==> config.mk <==
export PLATFORM = sky130hd
export DESIGN_NAME = sdram_port_arb_flat
export DESIGN_NICKNAME = d
export VERILOG_FILES = /design/src/rtl/sdram_port_arb_pkg.sv /design/src/rtl/sdram_port_arb_if.sv /design/src/rtl/sdram_port_arb_rr.sv /design/src/rtl/sdram_port_arb.sv /design/src/flat_wrapper.sv
export SDC_FILE = /design/constraint.sdc
export NUM_CORES = 1
export LEC_CHECK = 0
export ABC_AREA = 1
export CORE_AREA = 4 4 79 154
export CTS_CLUSTER_SIZE = 14
export DETAILED_ROUTE_END_ITERATION = 6
export DIE_AREA = 0 0 83 158
export GPL_TIMING_DRIVEN = 0
export PLACE_DENSITY = 0.75
export SLEW_MARGIN = 5
export SYNTH_ARGS = -nofsm -noshare
export SYNTH_HDL_FRONTEND = slang
export SYNTH_SLANG_ARGS = --single-unit
==> constraint.sdc <==
create_clock -name sys_clk -period 3 [get_ports sys_clk]
set_clock_uncertainty 0.05 [all_clocks]
set_input_delay 0.75 -clock sys_clk [delete_from_list [all_inputs] [get_ports sys_clk]]
set_output_delay 0.75 -clock sys_clk [all_outputs]
set_load 0.005 [all_outputs]
==> src/rtl/sdram_port_arb_pkg.sv <==
// Shared types and defaults for the two-port SDRAM command arbiter.
package sdram_arb_pkg;

    typedef enum logic [1:0] {
        IDLE    = 2'd0,
        ISSUE   = 2'd1,
        WAIT_RD = 2'd2,
        DONE    = 2'd3
    } arb_state_t;

    localparam int DEF_AW         = 24;
    localparam int DEF_DW         = 16;
    localparam int DEF_RD_TIMEOUT = 64;

    // Word returned to the owner when the controller never answers a read.
    localparam logic [15:0] TIMEOUT_FILL = 16'hDEAD;

endpackage

==> src/rtl/sdram_port_arb_if.sv <==
// Bundle of both requester ports plus the controller command/read-data side.
// The arbiter uses the slave view; the surrounding masters/controller use master.
interface sdram_port_arb_if
    import sdram_arb_pkg::*;
#(
    parameter int AW = DEF_AW,
    parameter int DW = DEF_DW
);
    logic          p0_req;
    logic          p0_we;
    logic [AW-1:0] p0_addr;
    logic [DW-1:0] p0_wdata;
    logic          p0_ack;
    logic [DW-1:0] p0_rdata;

    logic          p1_req;
    logic          p1_we;
    logic [AW-1:0] p1_addr;
    logic [DW-1:0] p1_wdata;
    logic          p1_ack;
    logic [DW-1:0] p1_rdata;

    logic          cmd_valid;
    logic          cmd_we;
    logic [AW-1:0] cmd_addr;
    logic [DW-1:0] cmd_wdata;
    logic          cmd_ready;
    logic          rd_valid;
    logic [DW-1:0] rd_data;
    logic          refresh_busy;
    logic          rd_timeout;
    logic          owner;

    modport slave (
        input  p0_req, p0_we, p0_addr, p0_wdata,
        input  p1_req, p1_we, p1_addr, p1_wdata,
        input  cmd_ready, rd_valid, rd_data, refresh_busy,
        output p0_ack, p0_rdata, p1_ack, p1_rdata,
        output cmd_valid, cmd_we, cmd_addr, cmd_wdata,
        output rd_timeout, owner
    );

    modport master (
        output p0_req, p0_we, p0_addr, p0_wdata,
        output p1_req, p1_we, p1_addr, p1_wdata,
        output cmd_ready, rd_valid, rd_data, refresh_busy,
        input  p0_ack, p0_rdata, p1_ack, p1_rdata,
        input  cmd_valid, cmd_we, cmd_addr, cmd_wdata,
        input  rd_timeout, owner
    );

endinterface

==> src/rtl/sdram_port_arb_rr.sv <==
// Two-way round-robin picker. pointer=0 favours port 0 on a tie.
// The next pointer always favours whichever port did not just win.
module sdram_arb_rr
    import sdram_arb_pkg::*;
(
    input  logic [1:0] req,
    input  logic       pointer,
    output logic [1:0] grant,
    output logic       next_pointer
);

    // Resolve a tie with the pointer, otherwise pass the lone requester through.
    always_comb begin
        grant        = req;
        next_pointer = pointer;
        if (req == 2'b11) begin
            grant = pointer ? 2'b10 : 2'b01;
        end
        if (grant[0]) begin
            next_pointer = 1'b1;
        end else if (grant[1]) begin
            next_pointer = 1'b0;
        end
    end

endmodule

==> src/rtl/sdram_port_arb.sv <==
// Two-requester arbiter in front of the single-command SDRAM controller.
// One transaction in flight at a time; read data is routed back to the owner.
module sdram_port_arb
    import sdram_arb_pkg::*;
#(
    parameter int AW         = DEF_AW,
    parameter int DW         = DEF_DW,
    parameter int RD_TIMEOUT = DEF_RD_TIMEOUT
)(
    input  logic              sys_clk,
    input  logic              sys_rst,
    sdram_port_arb_if.slave   bus
);

    localparam int            TW       = $clog2(RD_TIMEOUT) + 1;
    localparam logic [TW-1:0] TMO_LAST = TW'(RD_TIMEOUT - 1);

    arb_state_t    state_reg;
    logic          rr_ptr_reg;
    logic          owner_reg;
    logic          cmd_valid_reg;
    logic          cmd_we_reg;
    logic [AW-1:0] cmd_addr_reg;
    logic [DW-1:0] cmd_wdata_reg;
    logic          p0_ack_reg;
    logic          p1_ack_reg;
    logic [DW-1:0] p0_rdata_reg;
    logic [DW-1:0] p1_rdata_reg;
    logic          rd_timeout_reg;
    logic [TW-1:0] tmo_cnt_reg;

    logic [1:0]    grant;
    logic          rr_ptr_next;
    logic [DW-1:0] rd_word;

    sdram_arb_rr u_rr (
        .req          ({bus.p1_req, bus.p0_req}),
        .pointer      (rr_ptr_reg),
        .grant        (grant),
        .next_pointer (rr_ptr_next)
    );

    // Word handed to the owner when a read finishes: real data or the timeout fill.
    assign rd_word = bus.rd_valid ? bus.rd_data : DW'(TIMEOUT_FILL);

    // Arbitration FSM; every output is a register so nothing glitches toward the controller.
    always_ff @(posedge sys_clk or posedge sys_rst) begin
        if (sys_rst) begin
            state_reg      <= IDLE;
            rr_ptr_reg     <= 1'b0;
            owner_reg      <= 1'b0;
            cmd_valid_reg  <= 1'b0;
            cmd_we_reg     <= 1'b0;
            cmd_addr_reg   <= '0;
            cmd_wdata_reg  <= '0;
            p0_ack_reg     <= 1'b0;
            p1_ack_reg     <= 1'b0;
            p0_rdata_reg   <= '0;
            p1_rdata_reg   <= '0;
            rd_timeout_reg <= 1'b0;
            tmo_cnt_reg    <= '0;
        end else begin
            // Completion strobes are single-cycle pulses.
            p0_ack_reg     <= 1'b0;
            p1_ack_reg     <= 1'b0;
            rd_timeout_reg <= 1'b0;

            case (state_reg)
                IDLE: begin
                    // Refresh only gates new grants; in-flight work is never aborted.
                    if (!bus.refresh_busy && (bus.p0_req || bus.p1_req)) begin
                        owner_reg     <= grant[1];
                        rr_ptr_reg    <= rr_ptr_next;
                        cmd_we_reg    <= grant[1] ? bus.p1_we    : bus.p0_we;
                        cmd_addr_reg  <= grant[1] ? bus.p1_addr  : bus.p0_addr;
                        cmd_wdata_reg <= grant[1] ? bus.p1_wdata : bus.p0_wdata;
                        cmd_valid_reg <= 1'b1;
                        state_reg     <= ISSUE;
                    end
                end

                ISSUE: begin
                    // Latched command is held; requester-side changes are not looked at here.
                    if (bus.cmd_ready) begin
                        cmd_valid_reg <= 1'b0;
                        if (cmd_we_reg) begin
                            p0_ack_reg <= !owner_reg;
                            p1_ack_reg <= owner_reg;
                            state_reg  <= DONE;
                        end else begin
                            tmo_cnt_reg <= '0;
                            state_reg   <= WAIT_RD;
                        end
                    end
                end

                WAIT_RD: begin
                    // First strobe wins; a silent controller is cut off after RD_TIMEOUT cycles.
                    if (bus.rd_valid || (tmo_cnt_reg == TMO_LAST)) begin
                        if (owner_reg) begin
                            p1_rdata_reg <= rd_word;
                        end else begin
                            p0_rdata_reg <= rd_word;
                        end
                        rd_timeout_reg <= !bus.rd_valid;
                        p0_ack_reg     <= !owner_reg;
                        p1_ack_reg     <= owner_reg;
                        state_reg      <= DONE;
                    end else begin
                        tmo_cnt_reg <= tmo_cnt_reg + TW'(1);
                    end
                end

                DONE: begin
                    state_reg <= IDLE;
                end

                default: begin
                    state_reg <= IDLE;
                end
            endcase
        end
    end

    assign bus.cmd_valid  = cmd_valid_reg;
    assign bus.cmd_we     = cmd_we_reg;
    assign bus.cmd_addr   = cmd_addr_reg;
    assign bus.cmd_wdata  = cmd_wdata_reg;
    assign bus.p0_ack     = p0_ack_reg;
    assign bus.p1_ack     = p1_ack_reg;
    assign bus.p0_rdata   = p0_rdata_reg;
    assign bus.p1_rdata   = p1_rdata_reg;
    assign bus.rd_timeout = rd_timeout_reg;
    assign bus.owner      = owner_reg;

endmodule

==> src/flat_wrapper.sv <==
// flat-port wrapper written by rule: the top's interface ports become plain ports
module sdram_port_arb_flat import sdram_arb_pkg::*;
#(
    parameter int AW         = DEF_AW,
    parameter int DW         = DEF_DW,
    parameter int RD_TIMEOUT = DEF_RD_TIMEOUT
)
  (sys_clk, sys_rst, bus_p0_req, bus_p0_we, bus_p0_addr, bus_p0_wdata, bus_p1_req, bus_p1_we, bus_p1_addr, bus_p1_wdata, bus_cmd_ready, bus_rd_valid, bus_rd_data, bus_refresh_busy, bus_p0_ack, bus_p0_rdata, bus_p1_ack, bus_p1_rdata, bus_cmd_valid, bus_cmd_we, bus_cmd_addr, bus_cmd_wdata, bus_rd_timeout, bus_owner);
  sdram_port_arb_if #(.AW(AW), .DW(DW)) bus_i ();
  input  logic sys_clk;
  input  logic sys_rst;
  input wire logic [$bits(bus_i.p0_req)-1:0] bus_p0_req;
  input wire logic [$bits(bus_i.p0_we)-1:0] bus_p0_we;
  input wire logic [$bits(bus_i.p0_addr)-1:0] bus_p0_addr;
  input wire logic [$bits(bus_i.p0_wdata)-1:0] bus_p0_wdata;
  input wire logic [$bits(bus_i.p1_req)-1:0] bus_p1_req;
  input wire logic [$bits(bus_i.p1_we)-1:0] bus_p1_we;
  input wire logic [$bits(bus_i.p1_addr)-1:0] bus_p1_addr;
  input wire logic [$bits(bus_i.p1_wdata)-1:0] bus_p1_wdata;
  input wire logic [$bits(bus_i.cmd_ready)-1:0] bus_cmd_ready;
  input wire logic [$bits(bus_i.rd_valid)-1:0] bus_rd_valid;
  input wire logic [$bits(bus_i.rd_data)-1:0] bus_rd_data;
  input wire logic [$bits(bus_i.refresh_busy)-1:0] bus_refresh_busy;
  output wire logic [$bits(bus_i.p0_ack)-1:0] bus_p0_ack;
  output wire logic [$bits(bus_i.p0_rdata)-1:0] bus_p0_rdata;
  output wire logic [$bits(bus_i.p1_ack)-1:0] bus_p1_ack;
  output wire logic [$bits(bus_i.p1_rdata)-1:0] bus_p1_rdata;
  output wire logic [$bits(bus_i.cmd_valid)-1:0] bus_cmd_valid;
  output wire logic [$bits(bus_i.cmd_we)-1:0] bus_cmd_we;
  output wire logic [$bits(bus_i.cmd_addr)-1:0] bus_cmd_addr;
  output wire logic [$bits(bus_i.cmd_wdata)-1:0] bus_cmd_wdata;
  output wire logic [$bits(bus_i.rd_timeout)-1:0] bus_rd_timeout;
  output wire logic [$bits(bus_i.owner)-1:0] bus_owner;
  assign bus_i.p0_req = bus_p0_req;
  assign bus_i.p0_we = bus_p0_we;
  assign bus_i.p0_addr = bus_p0_addr;
  assign bus_i.p0_wdata = bus_p0_wdata;
  assign bus_i.p1_req = bus_p1_req;
  assign bus_i.p1_we = bus_p1_we;
  assign bus_i.p1_addr = bus_p1_addr;
  assign bus_i.p1_wdata = bus_p1_wdata;
  assign bus_i.cmd_ready = bus_cmd_ready;
  assign bus_i.rd_valid = bus_rd_valid;
  assign bus_i.rd_data = bus_rd_data;
  assign bus_i.refresh_busy = bus_refresh_busy;
  assign bus_p0_ack = bus_i.p0_ack;
  assign bus_p0_rdata = bus_i.p0_rdata;
  assign bus_p1_ack = bus_i.p1_ack;
  assign bus_p1_rdata = bus_i.p1_rdata;
  assign bus_cmd_valid = bus_i.cmd_valid;
  assign bus_cmd_we = bus_i.cmd_we;
  assign bus_cmd_addr = bus_i.cmd_addr;
  assign bus_cmd_wdata = bus_i.cmd_wdata;
  assign bus_rd_timeout = bus_i.rd_timeout;
  assign bus_owner = bus_i.owner;
  sdram_port_arb #(.AW(AW), .DW(DW), .RD_TIMEOUT(RD_TIMEOUT)) u_core (.sys_clk(sys_clk), .sys_rst(sys_rst), .bus(bus_i));
endmodule
==> qor.txt, run 1 <==
Peak VDD IR - 0.000403 V
WP buf/inv - 3
Die area - 13100 um2
Nets - 765
Final worst path period share - 73.0%
Vias/cell - 4.87
Sequential element share of the synthesized area - 53.9%
Die Wd - 83 um
Setup TNS - 0 ns
Syn-to-layout area delta - 56.6%
Worst EP required - 3.21 ns
Worst skew pair latency - 0.34 ns
Drt pass-1 iters - 4
Largest stage delay, worst path - 0.57 ns
Setup Buffers After CTS - 0
Arrival time at the worst endpoint - 2.40 ns
Worst reg2reg path endpoint - u_core.bus.cmd_addr[2]$_DFFE_PP0P_
Max Cap Viol - 0
DP Area - 6130 um2
Boundary Pins - 183
Critical R2R Launch - u_core.state_reg[0]$_DFFE_PP0P_
Total GRT Usage - 18.9%
Setup CP Type - in2reg
Status - completed
Final hold viol count - 0
CTS sink cnt - 88
GR Overflow Total - 0
Pleak - 2.80 nW
Peak Freq - 456 MHz
CP max FO - 10
ANT cells - 0
Crit-path cells - clkdlybuf4s50_1 > inv_1 > clkbuf_1 > nor2_1 > o21ai_2
CTS tree - yes
Initial DRC count - 174
Mean area per synthesized cell - 8.87 um2
Max Slew Vio Count - 0
Initial antenna violation count - 0
Synth Cell Area - 4090 um2
Final core occ - 58.5%
Largest net degree at the start of global routing - 41
FF+latch count, synth - 88
Layout cells sized above 1 - 11.8%
Design Power - 0.00556 W
Placement Rows - 54
Initial Util - 37.4%
CTS buffer count - 9
RSZ-0062 raised after global routing - false
Final setup vio count - 0
Worst Setup EP - u_core.bus.p1_rdata[2]$_DFFE_PP0P_
Cell family with most CP delay - buffers and inverters
Synth unique cells - 27
Synth warn - 0
Antenna viol nets, final - 0
CTS root buffer - clkbuf_16
Pwr Density - 869 nW/um2
Max reg flops - 24
Worst Tran Pin Value - 0.552 ns
Count of input and output buffers - 182
Post_cts resized - 0
Worst min path class - reg2reg
Vias in the first global route - 4117
Crit path from - bus_rd_valid
Die H - 158 um
# DRC - 0
Crit end category - flop
Final wirelength - 12300 um
R2R Setup Slk - 1.09 ns
Worst R2R Path Depth - 8
Type of origin of the critical path - input pin
Period minus WS final - 2.19 ns
Synthesized net count - 570
Final Cell Area - 6400 um2
Clock buffer depth - 2
Final HPWL DP - 9820 um
Hold buffer count at cts - 0
Fillers - 1043
Slew margin rel. - 63.2%
Drt wl/cell - 15.4 um
Crit-path slowest cell - clkdlybuf4s50_1
Core Region - 10900 um2
Crit path depth - 5
Htree depth - 3
Post-Syn Instances - 461
Routability congestion estimate - 0.779
CTS clk-pin slew, worst paths - 0.07 ns
Detailed-route via count - 3901
Global-route wire length before repair - 19900 um
layout by cell type, fill, tap and decap left out:
master | netlist | layout
nand2_8 | 1 | 1
nand3_1 | 7 | 7
a21oi_4 | 1 | 1
nand4_1 | 2 | 2
clkinv_2 | 0 | 1
nor2_2 | 2 | 2
o21a_1 | 1 | 1
nand2_2 | 5 | 5
o21ai_2 | 32 | 32
nor3_1 | 1 | 1
nor2_4 | 1 | 1
ha_1 | 4 | 4
o21ai_0 | 47 | 47
o21bai_1 | 1 | 1
buf_6 | 6 | 6
a21oi_2 | 1 | 1
clkdlybuf4s50_1 | 0 | 182
a211oi_1 | 1 | 1
nand3_4 | 2 | 2
clkinvlp_4 | 0 | 4
nand2_1 | 116 | 116
buf_12 | 0 | 2
o21ai_1 | 40 | 40
nand2_4 | 1 | 1
buf_4 | 1 | 1
nor2_1 | 63 | 63
clkbuf_16 | 0 | 9
dfrtp_1 | 88 | 88
a21oi_1 | 4 | 4
inv_1 | 16 | 15
clkinv_4 | 0 | 1
inv_6 | 0 | 1
clkbuf_1 | 10 | 11
buf_2 | 7 | 7
final cells by class:
type	count	area (um2)	area share, %
Clock buffer	10	229	3.58
Timing Repair Buffer	184	1860	29.1
Buffer	24	148	2.31
Multi-Input combinational cell	333	1680	26.2
Inverter	16	63.8	0.996
Tap cell	140	175	2.74
Clock inverter	6	45.0	0.703
Sequential cell	88	2200	34.4
how the worst min path moves through the flow:
stage,start,to,slack (ns),cells after the start
after floorplan,u_core.bus.cmd_valid$_DFFE_PP0P_,u_core.bus.cmd_valid$_DFFE_PP0P_,0.42,2
after global placement,u_core.bus.p1_rdata[10]$_DFFE_PP0P_,u_core.bus.p1_rdata[10]$_DFFE_PP0P_,0.41,2
after detailed placement,u_core.bus.p0_rdata[5]$_DFFE_PP0P_,u_core.bus.p0_rdata[5]$_DFFE_PP0P_,0.42,2
after CTS,u_core.bus.p0_rdata[5]$_DFFE_PP0P_,u_core.bus.p0_rdata[5]$_DFFE_PP0P_,0.44,2
after global routing,u_core.bus.p0_rdata[12]$_DFFE_PP0P_,u_core.bus.p0_rdata[12]$_DFFE_PP0P_,0.45,2
final,u_core.bus.p0_rdata[5]$_DFFE_PP0P_,u_core.bus.p0_rdata[5]$_DFFE_PP0P_,0.43,2
cell usage after synthesis:
master,n,share of area (%)
o21bai_1,1,0.18
nor2_1,63,5.8
a21oi_4,1,0.40
nand2_8,1,0.49
nor2_2,2,0.31
nand3_4,2,0.86
buf_4,1,0.18
a21oi_1,4,0.49
ha_1,4,1.2
buf_2,7,0.86
nor2_4,1,0.28
nor3_1,1,0.12
o21ai_2,32,6.9
nand2_1,116,11
o21a_1,1,0.18
inv_1,16,1.5
nand2_4,1,0.28
o21ai_1,40,4.9
a211oi_1,1,0.18
a21oi_2,1,0.21
nand2_2,5,0.76
clkbuf_1,10,0.92
nand3_1,7,0.86
dfrtp_1,88,54
o21ai_0,47,5.8
nand4_1,2,0.31
buf_6,6,1.7
per-layer routing:
metal	track usage, %	up-vias	share of wire (%)
met1	19.6	1842	36
met4	7.56	0	1.6
met3	4.48	13	6.1
li1	-	1895	-
met2	36.2	151	56
met5	0	-	0
worst reg2reg max path: stages (launching register included):
cell and delay [ns]:
dfrtp_1 0.39, inv_1 0.12, ha_1 0.24, inv_1 0.07
nor2_2 0.31, inv_1 0.17, clkbuf_1 0.26, nand2_1 0.11
o21ai_1 0.07
report_power, final:
| part | switching (W) | internal [W] | leakage, nW |
|---|---|---|---|
| Combinational | 0.00113 | 0.00138 | 1.57 |
| Clock | 0.000471 | 0.000564 | 0.125 |
| Sequential | 0.000315 | 0.00170 | 1.11 |
| Total | 0.00191 | 0.00365 | 2.80 |
per-stage QoR:
stage | setup slack (ns) | hold WS (ns) | cells
after floorplan | 1.18 | 0.415 | 461
after global placement | 0.203 | 0.414 | 783
after detailed placement | 0.423 | 0.422 | 785
after CTS | 0.780 | 0.436 | 801
after global routing | 0.665 | 0.451 | 801
final | 0.809 | 0.434 | 801
logic make-up (layout without fill, tap and decap cells):
group                      after synthesis  after routing  synth area share, %
DFF                                     88             88                 53.9
AOI/OAI and AO/OA                      128            128                 19.2
adders and majority gates                4              4                 1.22
and+or+nand+nor                        201            201                 20.7
buffers and inverters                   40            240                 5.08
Note: power is estimated with default switching activity, not from simulation.
==> run 2, diff against run 1 <==
==> constraint.sdc (replaced) <==
create_clock -name sys_clk -period 1.85 [get_ports sys_clk]
set_clock_uncertainty 0.05 [all_clocks]
set_input_delay 0.4625 -clock sys_clk [delete_from_list [all_inputs] [get_ports sys_clk]]
set_output_delay 0.4625 -clock sys_clk [all_outputs]
set_load 0.005 [all_outputs]
==> run 2 against run 1 <==
  * Via count rose by 1.2%
  * Core utilization rose by 0.43 points
  * Sequential share of layout area fell by 0.21 points
  * Die area did not move
  * Critical endpoint is now bus_cmd_we
  * Wire length rose by 0.89%
  * Combinational power rose by 66%
  * Sequential cell count did not move
  * Non-clock buffer count rose by 2
  * Global-route usage did not move
==> qor.txt, run 2 (synthesis gave the netlist of run 1 again) <==
Die H - 158 um
Peak VDD IR - 0.000660 V
Pleak - 2.83 nW
Worst hold margin - 0.415 ns
CTS clk-pin slew, worst paths - 0.07 ns
R2R Setup Slk - 0.15 ns
Slew margin rel. - 69.0%
Crit-path cells - clkdlybuf4s50_1
Grt met1 use - 19.6%
Final Cell Area - 6450 um2
GR Overflow Total - 0
Pwr Density - 1410 nW/um2
Initial antenna violation count - 0
Drt pass-1 iters - 4
Vias in the first global route - 4117
Cell family with most CP delay - buffers and inverters
GRT busiest layer - met2
Setup CP Type - reg2out
# DRC - 0
Final wirelength - 12400 um
Core Region - 10900 um2
Arrival time at the worst endpoint - 1.28 ns
WP buf/inv - 1
Clock buffer depth - 2
Max Slew Vio Count - 0
Design Power - 0.00912 W
Peak Freq - 558 MHz
Count of input and output buffers - 182
Nets - 768
Layout cells sized above 1 - 14.0%
Final setup vio count - 0
Period minus WS final - 1.79 ns
Die area - 13100 um2
Status - completed
Worst skew pair latency - 0.34 ns
Largest net degree at the start of global routing - 41
CTS buffer count - 9
Critical R2R Launch - u_core.state_reg[1]$_DFFE_PP0P_
Final Instance Count excl. Fillers - 804
Dpl cells - 785
Crit path depth - 1
ANT cells - 0
Crit end category - primary output
Final HPWL DP - 9820 um
Type of origin of the critical path - flop
DP Area - 6130 um2
Routability congestion estimate - 0.779
Crit-path slowest cell - clkdlybuf4s50_1
Hold buffer count at cts - 0
CTS tree - yes
Worst R2R Path Depth - 8
Final core occ - 58.9%
Drt wl/cell - 15.4 um
Most frequent cells in the layout - 182 x clkdlybuf4s50_1, 115 x nand2_1, 86 x dfrtp_1, 63 x nor2_1, 47 x o21ai_0
Worst EP required - 1.34 ns
GRT met3 Usage - 4.48%
Syn-to-layout area delta - 57.8%
Commonest non-fill, non-tap cell in the layout - clkdlybuf4s50_1
Global-route wire length before repair - 19900 um
CP max FO - 5
Antenna viol nets, final - 0
Largest stage delay, worst path - 0.53 ns
Worst Tran Pin Value - 0.465 ns
Worst reg2reg path endpoint - u_core.tmo_cnt_reg[6]$_DFFE_PP0P_
Boundary Pins - 183
Final worst path period share - 96.9%
Htree depth - 3
Max Cap Viol - 0
Total GRT Usage - 18.9%
Met2 Usage GRT - 36.2%
Worst min path class - in2async
RSZ-0062 raised after global routing - true
CTS root buffer - clkbuf_16
Max reg flops - 24
Initial Util - 37.4%
Placement Rows - 54
Detailed-route via count - 3948
Initial DRC count - 128
CTS sink cnt - 88
Vias/cell - 4.91
Die Wd - 83 um
Final hold viol count - 0
==> run 2: cell count changes in the layout (fill, tap and decap cells not counted), sizes merged <==
cell	change
buf	+1
nor2	+1
clkbuf	+1
==> run 2: layout make-up <==
class	instances	area [um2]
clock buffer	10	229
fill	1041	4490
sequential	88	2200
timing repair buffer	186	1880
tap	140	175
buffer	24	158
inverter	16	63.8
clock inverter	6	45.0
multi-input combinational	334	1700
==> run 2: per-stage QoR <==
stage               TNS [ns]  setup WS, ns
finish                     0        0.0571
global route         -0.0344       -0.0151
CTS                        0       0.00988
detailed placement    -24.92        -0.439
global placement      -81.90        -0.659
floorplan                  0         0.316
==> run 2: timing repair <==
item                       4_1_cts  5_1_grt
resized for setup                5       13
setup endpoints to repair       34       43
cloned                           0        1
setup buffers                    0        2
==> run 2: power by group <==
group	switching (W)	internal [W]
Clock	0.000766	0.000915
Sequential	0.000503	0.00277
Combinational	0.00187	0.00230
Total	0.00314	0.00598
==> run 2: per-layer routing <==
layer	wire length, um	part of all wire [%]
met4	259	2.1
met2	6980	56
met5	0	0
met3	723	5.8
met1	4460	36
==> run 2: how the worst max path moves through the flow <==
| stage | start | end | slack, ns |
|---|---|---|---|
| 2_1_floorplan | sys_rst | u_core.bus.cmd_addr[0]$_DFFE_PP0P_ | 0.32 |
| 3_3_place_gp | sys_rst | u_core.bus.cmd_addr[7]$_DFFE_PP0P_ | -0.66 |
| 4_1_cts | u_core.bus.owner$_DFFE_PP0P_ | bus_owner | 0.01 |
| 6_report | u_core.bus.cmd_we$_DFFE_PP0P_ | bus_cmd_we | 0.06 |
| 5_1_grt | bus_rd_valid | u_core.bus.p0_rdata[3]$_DFFE_PP0P_ | -0.02 |
| 3_5_place_dp | bus_rd_valid | u_core.bus.p1_rdata[2]$_DFFE_PP0P_ | -0.44 |
